### src/rtl/xu0_bcd_wbq_if.sv
// xu0_bcd_wbq_if
// Bundles the BCD write-back queue signals: EX1 issue tag, EX3 datapath result,
// per-thread flush, decode stall, GPR write request/grant and the error flag.
//   master : decode / BCD datapath / GPR arbiter side (drives issue, result, flush, grant)
//   slave  : the write-back queue (drives stall, write request, error)
interface xu0_bcd_wbq_if #(
    parameter int THREADS   = 2,
    parameter int GPR_WIDTH = 64
);
    localparam int TW = (THREADS > 1) ? $clog2(THREADS) : 1;

    logic                 dec_bcd_ex1_val;
    logic [TW-1:0]        dec_bcd_ex1_tid;
    logic [5:0]           dec_bcd_ex1_ta;
    logic                 bcd_byp_ex3_done;
    logic [GPR_WIDTH-1:0] bcd_byp_ex3_rt;
    logic [THREADS-1:0]   xu_ex_flush;
    logic                 bcd_dec_stall;
    logic                 bcd_wr_val;
    logic [TW-1:0]        bcd_wr_tid;
    logic [5:0]           bcd_wr_ta;
    logic [GPR_WIDTH-1:0] bcd_wr_data;
    logic                 gpr_bcd_wr_gnt;
    logic                 bcd_wbq_err;

    modport master (
        output dec_bcd_ex1_val, dec_bcd_ex1_tid, dec_bcd_ex1_ta,
        output bcd_byp_ex3_done, bcd_byp_ex3_rt, xu_ex_flush, gpr_bcd_wr_gnt,
        input  bcd_dec_stall, bcd_wr_val, bcd_wr_tid, bcd_wr_ta, bcd_wr_data, bcd_wbq_err
    );

    modport slave (
        input  dec_bcd_ex1_val, dec_bcd_ex1_tid, dec_bcd_ex1_ta,
        input  bcd_byp_ex3_done, bcd_byp_ex3_rt, xu_ex_flush, gpr_bcd_wr_gnt,
        output bcd_dec_stall, bcd_wr_val, bcd_wr_tid, bcd_wr_ta, bcd_wr_data, bcd_wbq_err
    );
endinterface

### src/rtl/xu0_bcd_wbq.sv
// xu0_bcd_wbq
// BCD result write-back queue. Carries the {tid,ta} tag of each BCD op from EX1
// through EX2/EX3 alongside the BCD datapath, captures the EX3 result into a
// DEPTH-entry FIFO and drains it to the shared GPR write port on valid/grant.
// Ports:
//   clk_i-style scalars : clk (rising edge), rst (synchronous, active high)
//   bus (slave)         : issue tag, EX3 result, per-thread flush, decode stall,
//                         GPR write request/grant, sticky protocol error
module xu0_bcd_wbq #(
    parameter int THREADS   = 2,
    parameter int DEPTH     = 4,
    parameter int GPR_WIDTH = 64
) (
    input logic          clk,
    input logic          rst,
    xu0_bcd_wbq_if.slave bus
);
    localparam int TW = (THREADS > 1) ? $clog2(THREADS) : 1;
    localparam int PW = $clog2(DEPTH);
    // One spare bit so count plus two in-flight tags never wraps.
    localparam int CW = $clog2(DEPTH + 1) + 1;

    // Tag pipe. ex3_iss_q remembers that an op reached EX3 even if it was
    // flushed on the way; the datapath does not see flushes and still raises
    // done, so that must not be reported as a protocol error.
    logic          ex2_val_q, ex3_val_q, ex3_iss_q;
    logic [TW-1:0] ex2_tid_q, ex3_tid_q;
    logic [5:0]    ex2_ta_q, ex3_ta_q;

    // Queue storage; entry valid bits are kept separately so a flush can kill
    // entries in place without disturbing the pointers.
    logic [TW-1:0]        q_tid_q  [DEPTH];
    logic [5:0]           q_ta_q   [DEPTH];
    logic [GPR_WIDTH-1:0] q_data_q [DEPTH];
    logic [DEPTH-1:0]     q_vld_q, q_vld_d;
    logic [PW-1:0]        head_q, head_d, tail_q, tail_d;
    logic [CW-1:0]        count_q, count_d;
    logic                 err_q, err_d;

    logic          not_empty, full, head_vld, wr_val, push, push_ok, pop;
    logic [CW-1:0] occupancy;

    assign not_empty = (count_q != '0);
    assign full      = (count_q == CW'(DEPTH));
    assign head_vld  = q_vld_q[head_q];
    assign wr_val    = not_empty & head_vld & ~bus.xu_ex_flush[q_tid_q[head_q]];
    // Dead (flushed) entries at the head retire without a write.
    assign pop       = (wr_val & bus.gpr_bcd_wr_gnt) | (not_empty & ~head_vld);
    assign push      = ex3_val_q & bus.bcd_byp_ex3_done & ~bus.xu_ex_flush[ex3_tid_q];
    // A push into a full queue with no pop is dropped (and flagged as an error).
    assign push_ok   = push & (~full | pop);
    // Reserve a slot for every live op still in EX2/EX3.
    assign occupancy = count_q + CW'(ex2_val_q) + CW'(ex3_val_q);

    assign bus.bcd_dec_stall = (occupancy >= CW'(DEPTH));
    assign bus.bcd_wr_val    = wr_val;
    assign bus.bcd_wr_tid    = not_empty ? q_tid_q[head_q]  : '0;
    assign bus.bcd_wr_ta     = not_empty ? q_ta_q[head_q]   : '0;
    assign bus.bcd_wr_data   = not_empty ? q_data_q[head_q] : '0;
    assign bus.bcd_wbq_err   = err_q;

    always_comb begin
        q_vld_d = q_vld_q;
        head_d  = head_q;
        tail_d  = tail_q;
        count_d = count_q;
        for (int i = 0; i < DEPTH; i++) begin
            if (bus.xu_ex_flush[q_tid_q[i]]) q_vld_d[i] = 1'b0;
        end
        if (pop) begin
            q_vld_d[head_q] = 1'b0;
            head_d          = head_q + PW'(1);
        end
        // Push after pop: when full with a pop, tail==head and the new entry wins.
        if (push_ok) begin
            q_vld_d[tail_q] = 1'b1;
            tail_d          = tail_q + PW'(1);
        end
        case ({push_ok, pop})
            2'b10:   count_d = count_q + CW'(1);
            2'b01:   count_d = count_q - CW'(1);
            default: count_d = count_q;
        endcase
        // A done with no tag in EX3 has no thread to qualify it, so it is
        // always an error; a missing done is excused only if the tag's thread
        // is being flushed.
        err_d = err_q
              | (ex3_iss_q & ~bus.bcd_byp_ex3_done & ~bus.xu_ex_flush[ex3_tid_q])
              | (~ex3_iss_q & bus.bcd_byp_ex3_done)
              | (push & full & ~pop)
              | (bus.dec_bcd_ex1_val & bus.bcd_dec_stall);
    end

    always_ff @(posedge clk) begin
        if (rst) begin
            ex2_val_q <= 1'b0;
            ex3_val_q <= 1'b0;
            ex3_iss_q <= 1'b0;
            ex2_tid_q <= '0;
            ex3_tid_q <= '0;
            ex2_ta_q  <= '0;
            ex3_ta_q  <= '0;
            q_vld_q   <= '0;
            head_q    <= '0;
            tail_q    <= '0;
            count_q   <= '0;
            err_q     <= 1'b0;
        end else begin
            ex2_val_q <= bus.dec_bcd_ex1_val;
            ex2_tid_q <= bus.dec_bcd_ex1_tid;
            ex2_ta_q  <= bus.dec_bcd_ex1_ta;
            ex3_iss_q <= ex2_val_q;
            ex3_val_q <= ex2_val_q & ~bus.xu_ex_flush[ex2_tid_q];
            ex3_tid_q <= ex2_tid_q;
            ex3_ta_q  <= ex2_ta_q;
            q_vld_q   <= q_vld_d;
            head_q    <= head_d;
            tail_q    <= tail_d;
            count_q   <= count_d;
            err_q     <= err_d;
        end
    end

    // Payload needs no reset: it is only visible while count is non-zero.
    always_ff @(posedge clk) begin
        if (push_ok) begin
            q_tid_q[tail_q]  <= ex3_tid_q;
            q_ta_q[tail_q]   <= ex3_ta_q;
            q_data_q[tail_q] <= bus.bcd_byp_ex3_rt;
        end
    end
endmodule

### src/flat_wrapper.sv
// flat-port wrapper written by rule: the top's interface ports become plain ports
module xu0_bcd_wbq_flat 
#(
    parameter int THREADS   = 2,
    parameter int DEPTH     = 4,
    parameter int GPR_WIDTH = 64
)
  (clk, rst, bus_dec_bcd_ex1_val, bus_dec_bcd_ex1_tid, bus_dec_bcd_ex1_ta, bus_bcd_byp_ex3_done, bus_bcd_byp_ex3_rt, bus_xu_ex_flush, bus_gpr_bcd_wr_gnt, bus_bcd_dec_stall, bus_bcd_wr_val, bus_bcd_wr_tid, bus_bcd_wr_ta, bus_bcd_wr_data, bus_bcd_wbq_err);
  xu0_bcd_wbq_if #(.THREADS(THREADS), .GPR_WIDTH(GPR_WIDTH)) bus_i ();
  input logic clk;
  input logic rst;
  input wire logic [$bits(bus_i.dec_bcd_ex1_val)-1:0] bus_dec_bcd_ex1_val;
  input wire logic [$bits(bus_i.dec_bcd_ex1_tid)-1:0] bus_dec_bcd_ex1_tid;
  input wire logic [$bits(bus_i.dec_bcd_ex1_ta)-1:0] bus_dec_bcd_ex1_ta;
  input wire logic [$bits(bus_i.bcd_byp_ex3_done)-1:0] bus_bcd_byp_ex3_done;
  input wire logic [$bits(bus_i.bcd_byp_ex3_rt)-1:0] bus_bcd_byp_ex3_rt;
  input wire logic [$bits(bus_i.xu_ex_flush)-1:0] bus_xu_ex_flush;
  input wire logic [$bits(bus_i.gpr_bcd_wr_gnt)-1:0] bus_gpr_bcd_wr_gnt;
  output wire logic [$bits(bus_i.bcd_dec_stall)-1:0] bus_bcd_dec_stall;
  output wire logic [$bits(bus_i.bcd_wr_val)-1:0] bus_bcd_wr_val;
  output wire logic [$bits(bus_i.bcd_wr_tid)-1:0] bus_bcd_wr_tid;
  output wire logic [$bits(bus_i.bcd_wr_ta)-1:0] bus_bcd_wr_ta;
  output wire logic [$bits(bus_i.bcd_wr_data)-1:0] bus_bcd_wr_data;
  output wire logic [$bits(bus_i.bcd_wbq_err)-1:0] bus_bcd_wbq_err;
  assign bus_i.dec_bcd_ex1_val = bus_dec_bcd_ex1_val;
  assign bus_i.dec_bcd_ex1_tid = bus_dec_bcd_ex1_tid;
  assign bus_i.dec_bcd_ex1_ta = bus_dec_bcd_ex1_ta;
  assign bus_i.bcd_byp_ex3_done = bus_bcd_byp_ex3_done;
  assign bus_i.bcd_byp_ex3_rt = bus_bcd_byp_ex3_rt;
  assign bus_i.xu_ex_flush = bus_xu_ex_flush;
  assign bus_i.gpr_bcd_wr_gnt = bus_gpr_bcd_wr_gnt;
  assign bus_bcd_dec_stall = bus_i.bcd_dec_stall;
  assign bus_bcd_wr_val = bus_i.bcd_wr_val;
  assign bus_bcd_wr_tid = bus_i.bcd_wr_tid;
  assign bus_bcd_wr_ta = bus_i.bcd_wr_ta;
  assign bus_bcd_wr_data = bus_i.bcd_wr_data;
  assign bus_bcd_wbq_err = bus_i.bcd_wbq_err;
  xu0_bcd_wbq #(.THREADS(THREADS), .DEPTH(DEPTH), .GPR_WIDTH(GPR_WIDTH)) u_core (.clk(clk), .rst(rst), .bus(bus_i));
endmodule
### config.mk
export PLATFORM = sky130hd
export DESIGN_NAME = xu0_bcd_wbq_flat
export DESIGN_NICKNAME = d
export VERILOG_FILES = /design/src/rtl/xu0_bcd_wbq_if.sv /design/src/rtl/xu0_bcd_wbq.sv /design/src/flat_wrapper.sv
export SDC_FILE = /design/constraint.sdc
export NUM_CORES = 1
export LEC_CHECK = 0
export ABC_AREA = 1
export CAP_MARGIN = 20
export CORE_MARGIN = 1.5
export CORE_UTILIZATION = 33
export CTS_BUF_LIST = sky130_fd_sc_hd__clkbuf_4
export DETAILED_ROUTE_END_ITERATION = 12
export HOLD_SLACK_MARGIN = 0.05
export MAX_ROUTING_LAYER = met4
export PLACE_DENSITY = 0.5
export SYNTH_ARGS = -nofsm -noshare
export SYNTH_HDL_FRONTEND = slang
export SYNTH_SLANG_ARGS = --single-unit
export TNS_END_PERCENT = 5
### constraint.sdc
create_clock -name clk -period 6.7 [get_ports clk]
set_clock_uncertainty 0.15 [all_clocks]
set_input_delay 1.34 -clock clk [delete_from_list [all_inputs] [get_ports clk]]
set_output_delay 1.34 -clock clk [all_outputs]
set_load 0.02 [all_outputs]
==> results by group, run 1 <==
Place
  • DP HPWL: 15920 um
  • Gpl congestion: 0.7951
  • Placed cell areas: 14430 um2
  • Placed cells: 1645
  • I/O Buffers: 151

Clock network
  • Clock Sinks: 316
  • CTS Buf Count: 84
  • Clock Pin Slew Worst Setup and Hold Paths: 60 ps
  • Clock buffer depth: 3
  • H-Tree Depth: 3
  • Setup bufs post-CTS: 0
  • Cts repair resizes: 0
  • Clock root cell: clkbuf_4
  • Post-CTS Hold Buffers: 0
  • CTS tree: built
  • Clk_lat worst skew: 730 ps

STA
  • Worst-margin pin slew: 1031 ps
  • Highest Clock Rate: 188.6 MHz
  • Slew headroom: 31.24%
  • Setup_tns: 0 ps
  • Hold Slack: 249.8 ps
  • Endpoints failing setup: 0
  • RSZ-0062 raised after global routing: false
  • Fin crit share: 79.12%
  • Tmin final: 5301 ps
  • Final hold vios: 0
  • Pins over their slew limit: 0

Synth
  • #FFs+latches synth: 316
  • Synth cell count leaders: 306 x nor2_1, 284 x edfxtp_1, 147 x o21ai_0
  • Mapped Cells: 1037
  • Area contributors post-synth: edfxtp_1 69%, nor2_1 9.2%, o21ai_0 5.9%
  • Syn Area/Cell: 11.98 um2
  • EDFF count, synth: 284
  • Cell Area, Synth: 12420 um2
  • Synth async-reset ratio: 0%
  • Post-synth top area share: 68.65%
  • Biggest area consumer among synthesized cells: edfxtp_1
  • Leading register cell type out of synthesis: edfxtp_1
  • Sequential share of the synthesized area: 73.80%
  • Synth warn: 0
  • Most frequent cell after synthesis: nor2_1
  • Syn_nets: 1125
  • Unique masters post-synth: 30

Pwr
  • Leakage: 5.402 nW
  • Power Density: 405.6 nW/um2
  • Maximum vdd drop: 0.1883 mV

Global route
  • Initial antenna violation count: 2
  • GR Util All Layers: 16.15%
  • Number of global-route vias before repair: 8077
  • First-pass GRT wire length: 45690 um
  • Largest net degree at the start of global routing: 102
  • GRT overflow: 0

Worst setup path
  • Worst Path Class, Setup: flip-flop to output port
  • CP arrival: 3810 ps
  • Most used cell, CP: nor2_1
  • CP max stage delay: 850 ps
  • Req. time, crit path: 5210 ps
  • Critical Path Fanout Max: 88
  • Critical Path Sink Type: output port
  • CP max stage cell: buf_4
  • Critical path, cell by cell: buf_4 -> nor2_1 -> nor2_1 -> o21ai_0 -> a21oi_1 -> clkdlybuf4s50_1
  • Worst setup SP type: flip-flop
  • R2R Setup Slk: 2500 ps

Detailed routing
  • DRT Pass-1 Iters: 4
  • ANT nets after route: 0
  • Post-Route WL: 30060 um
  • Wirelength per Cell: 16.77 um
  • Total number of vias: 8271
  • DRT iter0 DRCs: 452
  • Via/cell ratio: 4.613
  • Residual DRC: 0

Cells and area
  • Area growth syn-to-layout: 24.67%
  • Design Area, Final: 15490 um2
  • Layout cells sized above 1: 12.82%
  • Fillcell total: 3522
  • Layout net count: 1315
  • Non-Filler Instances: 1793

Die
  • Placeable core area: 36870 um2
  • # rows: 70
  • Die area: 38820 um2
  • Chip width: 197.0 um
  • Initial Util: 33.69%
  • Die Y-Extent: 197.0 um
  • I/O pin cnt: 152

Worst hold path
  • Hold WC Path Type: flip-flop to flip-flop

Outcome
  • Status: completed

Job
  • Max Cap Viol: 0
[metal layers]
metal	track usage, %	vias up	wire length [um]
met5	-	-	0
met4	6.248	0	486
met3	4.012	40	1632
met2	25.28	217	14380
met1	20.22	3955	13560
li1	-	4059	-
[cell type report]
type / count / area (um2) / area share (%)
Multi-Input combinational cell: 618 / 2851 / 18.41
Clock buffer: 126 / 945.9 / 6.108
Clock inverter: 20 / 106.4 / 0.6867
Inverter: 47 / 192.7 / 1.244
Timing Repair Buffer: 160 / 1579 / 10.20
Antenna cell: 2 / 5.005 / 0.03232
Tap cell: 504 / 630.6 / 4.072
Sequential cell: 316 / 9176 / 59.25
[cells in the final DEF (no fill, tap or decap), drive strengths merged, types with 3 or more instances in the layout]
cell           count
nor2             308
edfxtp           284
clkdlybuf4s50    151
o21ai            151
clkbuf           126
a21oi             88
inv               48
nand2             36
dfxtp             32
clkinv            17
nand3             11
ha                10
buf                9
nand4              3
[worst max-delay path: cells and delay by family (launching register included)]
family,cells,cell delay (ps)
AND/OR/NAND/NOR,2,230
flip-flops,1,770
AO/OA/AOI/OAI,2,460
buffers and inverters,2,1540
[cell families after synthesis]
group	Yosys count	synth area share, %
AND/OR/NAND/NOR	361	11.77
flip-flops	316	73.80
AO/OA/AOI/OAI	246	10.10
buffers and inverters	103	3.243
adder cells (fa/ha/maj)	10	1.007
XOR/XNOR	1	0.07051
[path summary, 6_finish.rpt]
path,cells after the start,to,startpoint
max,6,bus_bcd_wr_data[54],flip-flop
min reg2reg,2,u_core.ex3_ta_q[2],u_core.ex2_ta_q[2]
max reg2reg,14,u_core.q_data_q[0][31],flip-flop
min,2,u_core.ex3_ta_q[2],u_core.ex2_ta_q[2]
[report_power, final]
| part | switching (mW) | leakage, nW | internal (mW) |
|---|---|---|---|
| clock network | 0.757 | 0.630 | 0.891 |
| logic | 1.47 | 1.95 | 0.918 |
| registers | 0.0703 | 2.82 | 2.18 |
| total | 2.29 | 5.40 | 3.99 |
[through the flow]
step | setup WS, ps | utilization, % | total power, mW
2_1_floorplan | 2705 | - | 3.666
3_3_place_gp | 2146 | 39.13 | 4.711
3_5_place_dp | 2143 | 39.13 | 4.713
4_1_cts | 1315 | 41.99 | 6.392
5_1_grt | 1094 | 42.00 | 6.673
6_report | 1399 | 42.00 | 6.282
[state kept, by name, indices dropped and copies added (netlist names), named ones only]
name / count
u_core.bus.bcd_wbq_err: 1
u_core.count_q: 4
u_core.ex2_ta_q: 6
u_core.ex2_tid_q: 1
u_core.ex2_val_q: 1
u_core.ex3_iss_q: 1
u_core.ex3_ta_q: 6
u_core.ex3_tid_q: 1
u_core.ex3_val_q: 1
u_core.head_q: 2
u_core.q_data_q: 256
u_core.q_ta_q: 24
u_core.q_tid_q: 4
u_core.q_vld_q: 4
u_core.tail_q: 2
(Power assumes the default switching activity.)
==> inputs of run 2 (changes only) <==
--- a/config.mk
+++ b/config.mk
@@ -13,7 +13,7 @@
 export DETAILED_ROUTE_END_ITERATION = 12
 export HOLD_SLACK_MARGIN = 0.05
 export MAX_ROUTING_LAYER = met4
-export PLACE_DENSITY = 0.5
+export PLACE_DENSITY = 0.52
 export SYNTH_ARGS = -nofsm -noshare
 export SYNTH_HDL_FRONTEND = slang
 export SYNTH_SLANG_ARGS = --single-unit
==> constraint.sdc (replaced) <==
create_clock -name clk -period 4.7 [get_ports clk]
set_clock_uncertainty 0.15 [all_clocks]
set_input_delay 0.94 -clock clk [delete_from_list [all_inputs] [get_ports clk]]
set_output_delay 0.94 -clock clk [all_outputs]
set_load 0.02 [all_outputs]
==> results by group, run 2 (synthesized netlist as in run 1, its figures left out) <==
STA
  • Pins over their slew limit: 0 (unchanged)
  • Tmin final: 4381 ps
  • Fin crit share: 93.21%
  • RSZ-0062 raised after global routing: false
  • Highest Clock Rate: 228.3 MHz
  • Final hold vios: 0 (unchanged)
  • Worst-margin pin slew: 1021 ps (-10.04 ps)
  • Setup_tns: 0 ps (unchanged)
  • Setup WS post-layout: 319.3 ps (-1080 ps)
  • Endpoints failing setup: 0 (unchanged)
  • Hold Slack: 247.0 ps (-2.776 ps)
  • Slew headroom: 31.90% (+0.67 points)

Global route
  • First-pass GRT wire length: 45890 um (+0.44%)
  • Number of global-route vias before repair: 8401 (+4.0%)
  • Gr busiest metal: met2
  • Grt met2 use: 24.73% (-0.55 points)
  • GRT overflow: 0 (unchanged)
  • Largest net degree at the start of global routing: 143 (+40%)
  • GR Util All Layers: 16.15% (about the same)
  • Initial antenna violation count: 4 (+2)
  • Met3 usage in global routing: 4.200% (+0.19 points)
  • Met1 Use GR: 20.55% (+0.33 points)

Clock network
  • CTS Buf Count: 85 (+1.2%)
  • Cts repair resizes: 0 (unchanged)
  • Post-CTS Hold Buffers: 0 (unchanged)
  • Clock Sinks: 316 (unchanged)
  • Clock root cell: clkbuf_4
  • Clock buffer depth: 3 (unchanged)
  • H-Tree Depth: 3 (unchanged)
  • Clock Pin Slew Worst Setup and Hold Paths: 60 ps (about the same)
  • Setup bufs post-CTS: 0 (unchanged)
  • Clk_lat worst skew: 720 ps (about the same)
  • CTS tree: built

Place
  • Gpl congestion: 0.7715 (-3.0%)
  • Place WS: 1046 ps (-1097 ps)
  • I/O Buffers: 151 (unchanged)
  • DP HPWL: 16650 um (+4.6%)

Die
  • Placeable core area: 36870 um2 (unchanged)
  • Initial Util: 33.69% (unchanged)
  • I/O pin cnt: 152 (unchanged)
  • # rows: 70 (unchanged)
  • Chip width: 197.0 um (unchanged)
  • Die area: 38820 um2 (unchanged)
  • Die Y-Extent: 197.0 um (unchanged)

Worst hold path
  • Hold WC Path Type: flip-flop to flip-flop

Cells and area
  • Layout cells sized above 1: 13.65% (+0.83 points)
  • Biggest regs: u_core.q_data_q: 256 flops, u_core.q_ta_q: 24 flops
  • Fillcell total: 3511 (-0.31%)
  • Layout net count: 1324 (+0.68%)
  • Number of flip-flops in the largest register: 256 (unchanged)
  • Most common cell after layout, fill and taps aside: nor2_1
  • Area growth syn-to-layout: 25.89%
  • Most frequent cells in the layout: 306 x nor2_1, 284 x edfxtp_1, 151 x clkdlybuf4s50_1
  • Largest Register: u_core.q_data_q
  • Final Util: 42.42% (+0.41 points)

Pwr
  • Overall Power: 9.047 mW (+44%)
  • Maximum vdd drop: 0.3204 mV (+70%)
  • Power Density: 578.4 nW/um2 (+43%)
  • Leakage: 5.474 nW (+1.3%)

Detailed routing
  • Post-Route WL: 29900 um (-0.54%)
  • Wirelength per Cell: 16.65 um (-0.70%)
  • Total number of vias: 8234 (-0.45%)
  • ANT nets after route: 0 (unchanged)
  • Residual DRC: 0 (unchanged)
  • DRT iter0 DRCs: 526 (+16%)
  • Via/cell ratio: 4.585 (-0.61%)
  • DRT Pass-1 Iters: 5 (+1)

Job
  • Max Cap Viol: 0 (unchanged)

Worst setup path
  • Critical Path Sink Type: output port
  • Worst setup SP type: flip-flop
  • CP arrival: 3290 ps (-520 ps)
  • Critical Path Fanout Max: 71 (-19%)
  • R2R Setup Slk: 1270 ps (-1230 ps)
  • Req. time, crit path: 3610 ps (-1600 ps)
  • Worst Path Class, Setup: flip-flop to output port

Outcome
  • Status: completed
## run 2: changes by cell type in the layout (fill, tap and decap cells not counted), sizes merged
cell / before / now
clkinv: 17 / 8
buf: 9 / 17
clkbuf: 126 / 130
bufinv: 1 / 2
clkinvlp: 1 / 0
diode: 2 / 3
inv: 48 / 47
## run 2: per-stage QoR
stage                     cell area (um2)  cells
after floorplan                     12420   1037
after global placement              14570   1653
after detailed placement            14570   1653
after CTS                           15630   1793
after global routing                15640   1796
final                               15640   1796
## run 2: power breakdown
part / switching, mW / internal (mW) / leakage, nW
registers: 0.0706 / 3.11 / 2.82
clock network: 1.05 / 1.35 / 0.644
logic: 2.15 / 1.32 / 2.01
total: 3.27 / 5.78 / 5.47
## run 2: final timing paths
path / startpoint / endpoint / cells after the start
hold / removal: u_core.ex2_ta_q[3] / u_core.ex3_ta_q[3] / 2
setup reg to reg: flip-flop / u_core.q_data_q[2][57] / 12
hold reg to reg: u_core.ex2_ta_q[3] / u_core.ex3_ta_q[3] / 2
setup / recovery: u_core.count_q[1] / bus_bcd_wr_data[51] / 6
## run 2: metal layers
metal  share of wire [%]  up-vias
met1                  46     3912
met3                 5.4       38
met5                   0        -
li1                    -     4065
met4                 1.6        0
met2                  47      219
## run 2: area by class of cell
cell class              count  area [um2]  share of cell area (%)
flip-flops and latches    316        9176                   58.67
multi-input cells         618        2851                   18.23
repair buffers            168        1714                   10.96
clock buffers             130       975.9                   6.240
well taps                 504       630.6                   4.032
inverters                  47       192.7                   1.232
clock inverters            10       91.34                  0.5840
diodes                      3       7.507                 0.04800
## run 2: worst max-delay path: stages (launching register included)
cell	delay (ps)
dfxtp_1	340
inv_1	130
nand4_1	330
clkinv_2	100
buf_4	780
a21oi_1	250
clkdlybuf4s50_1	620
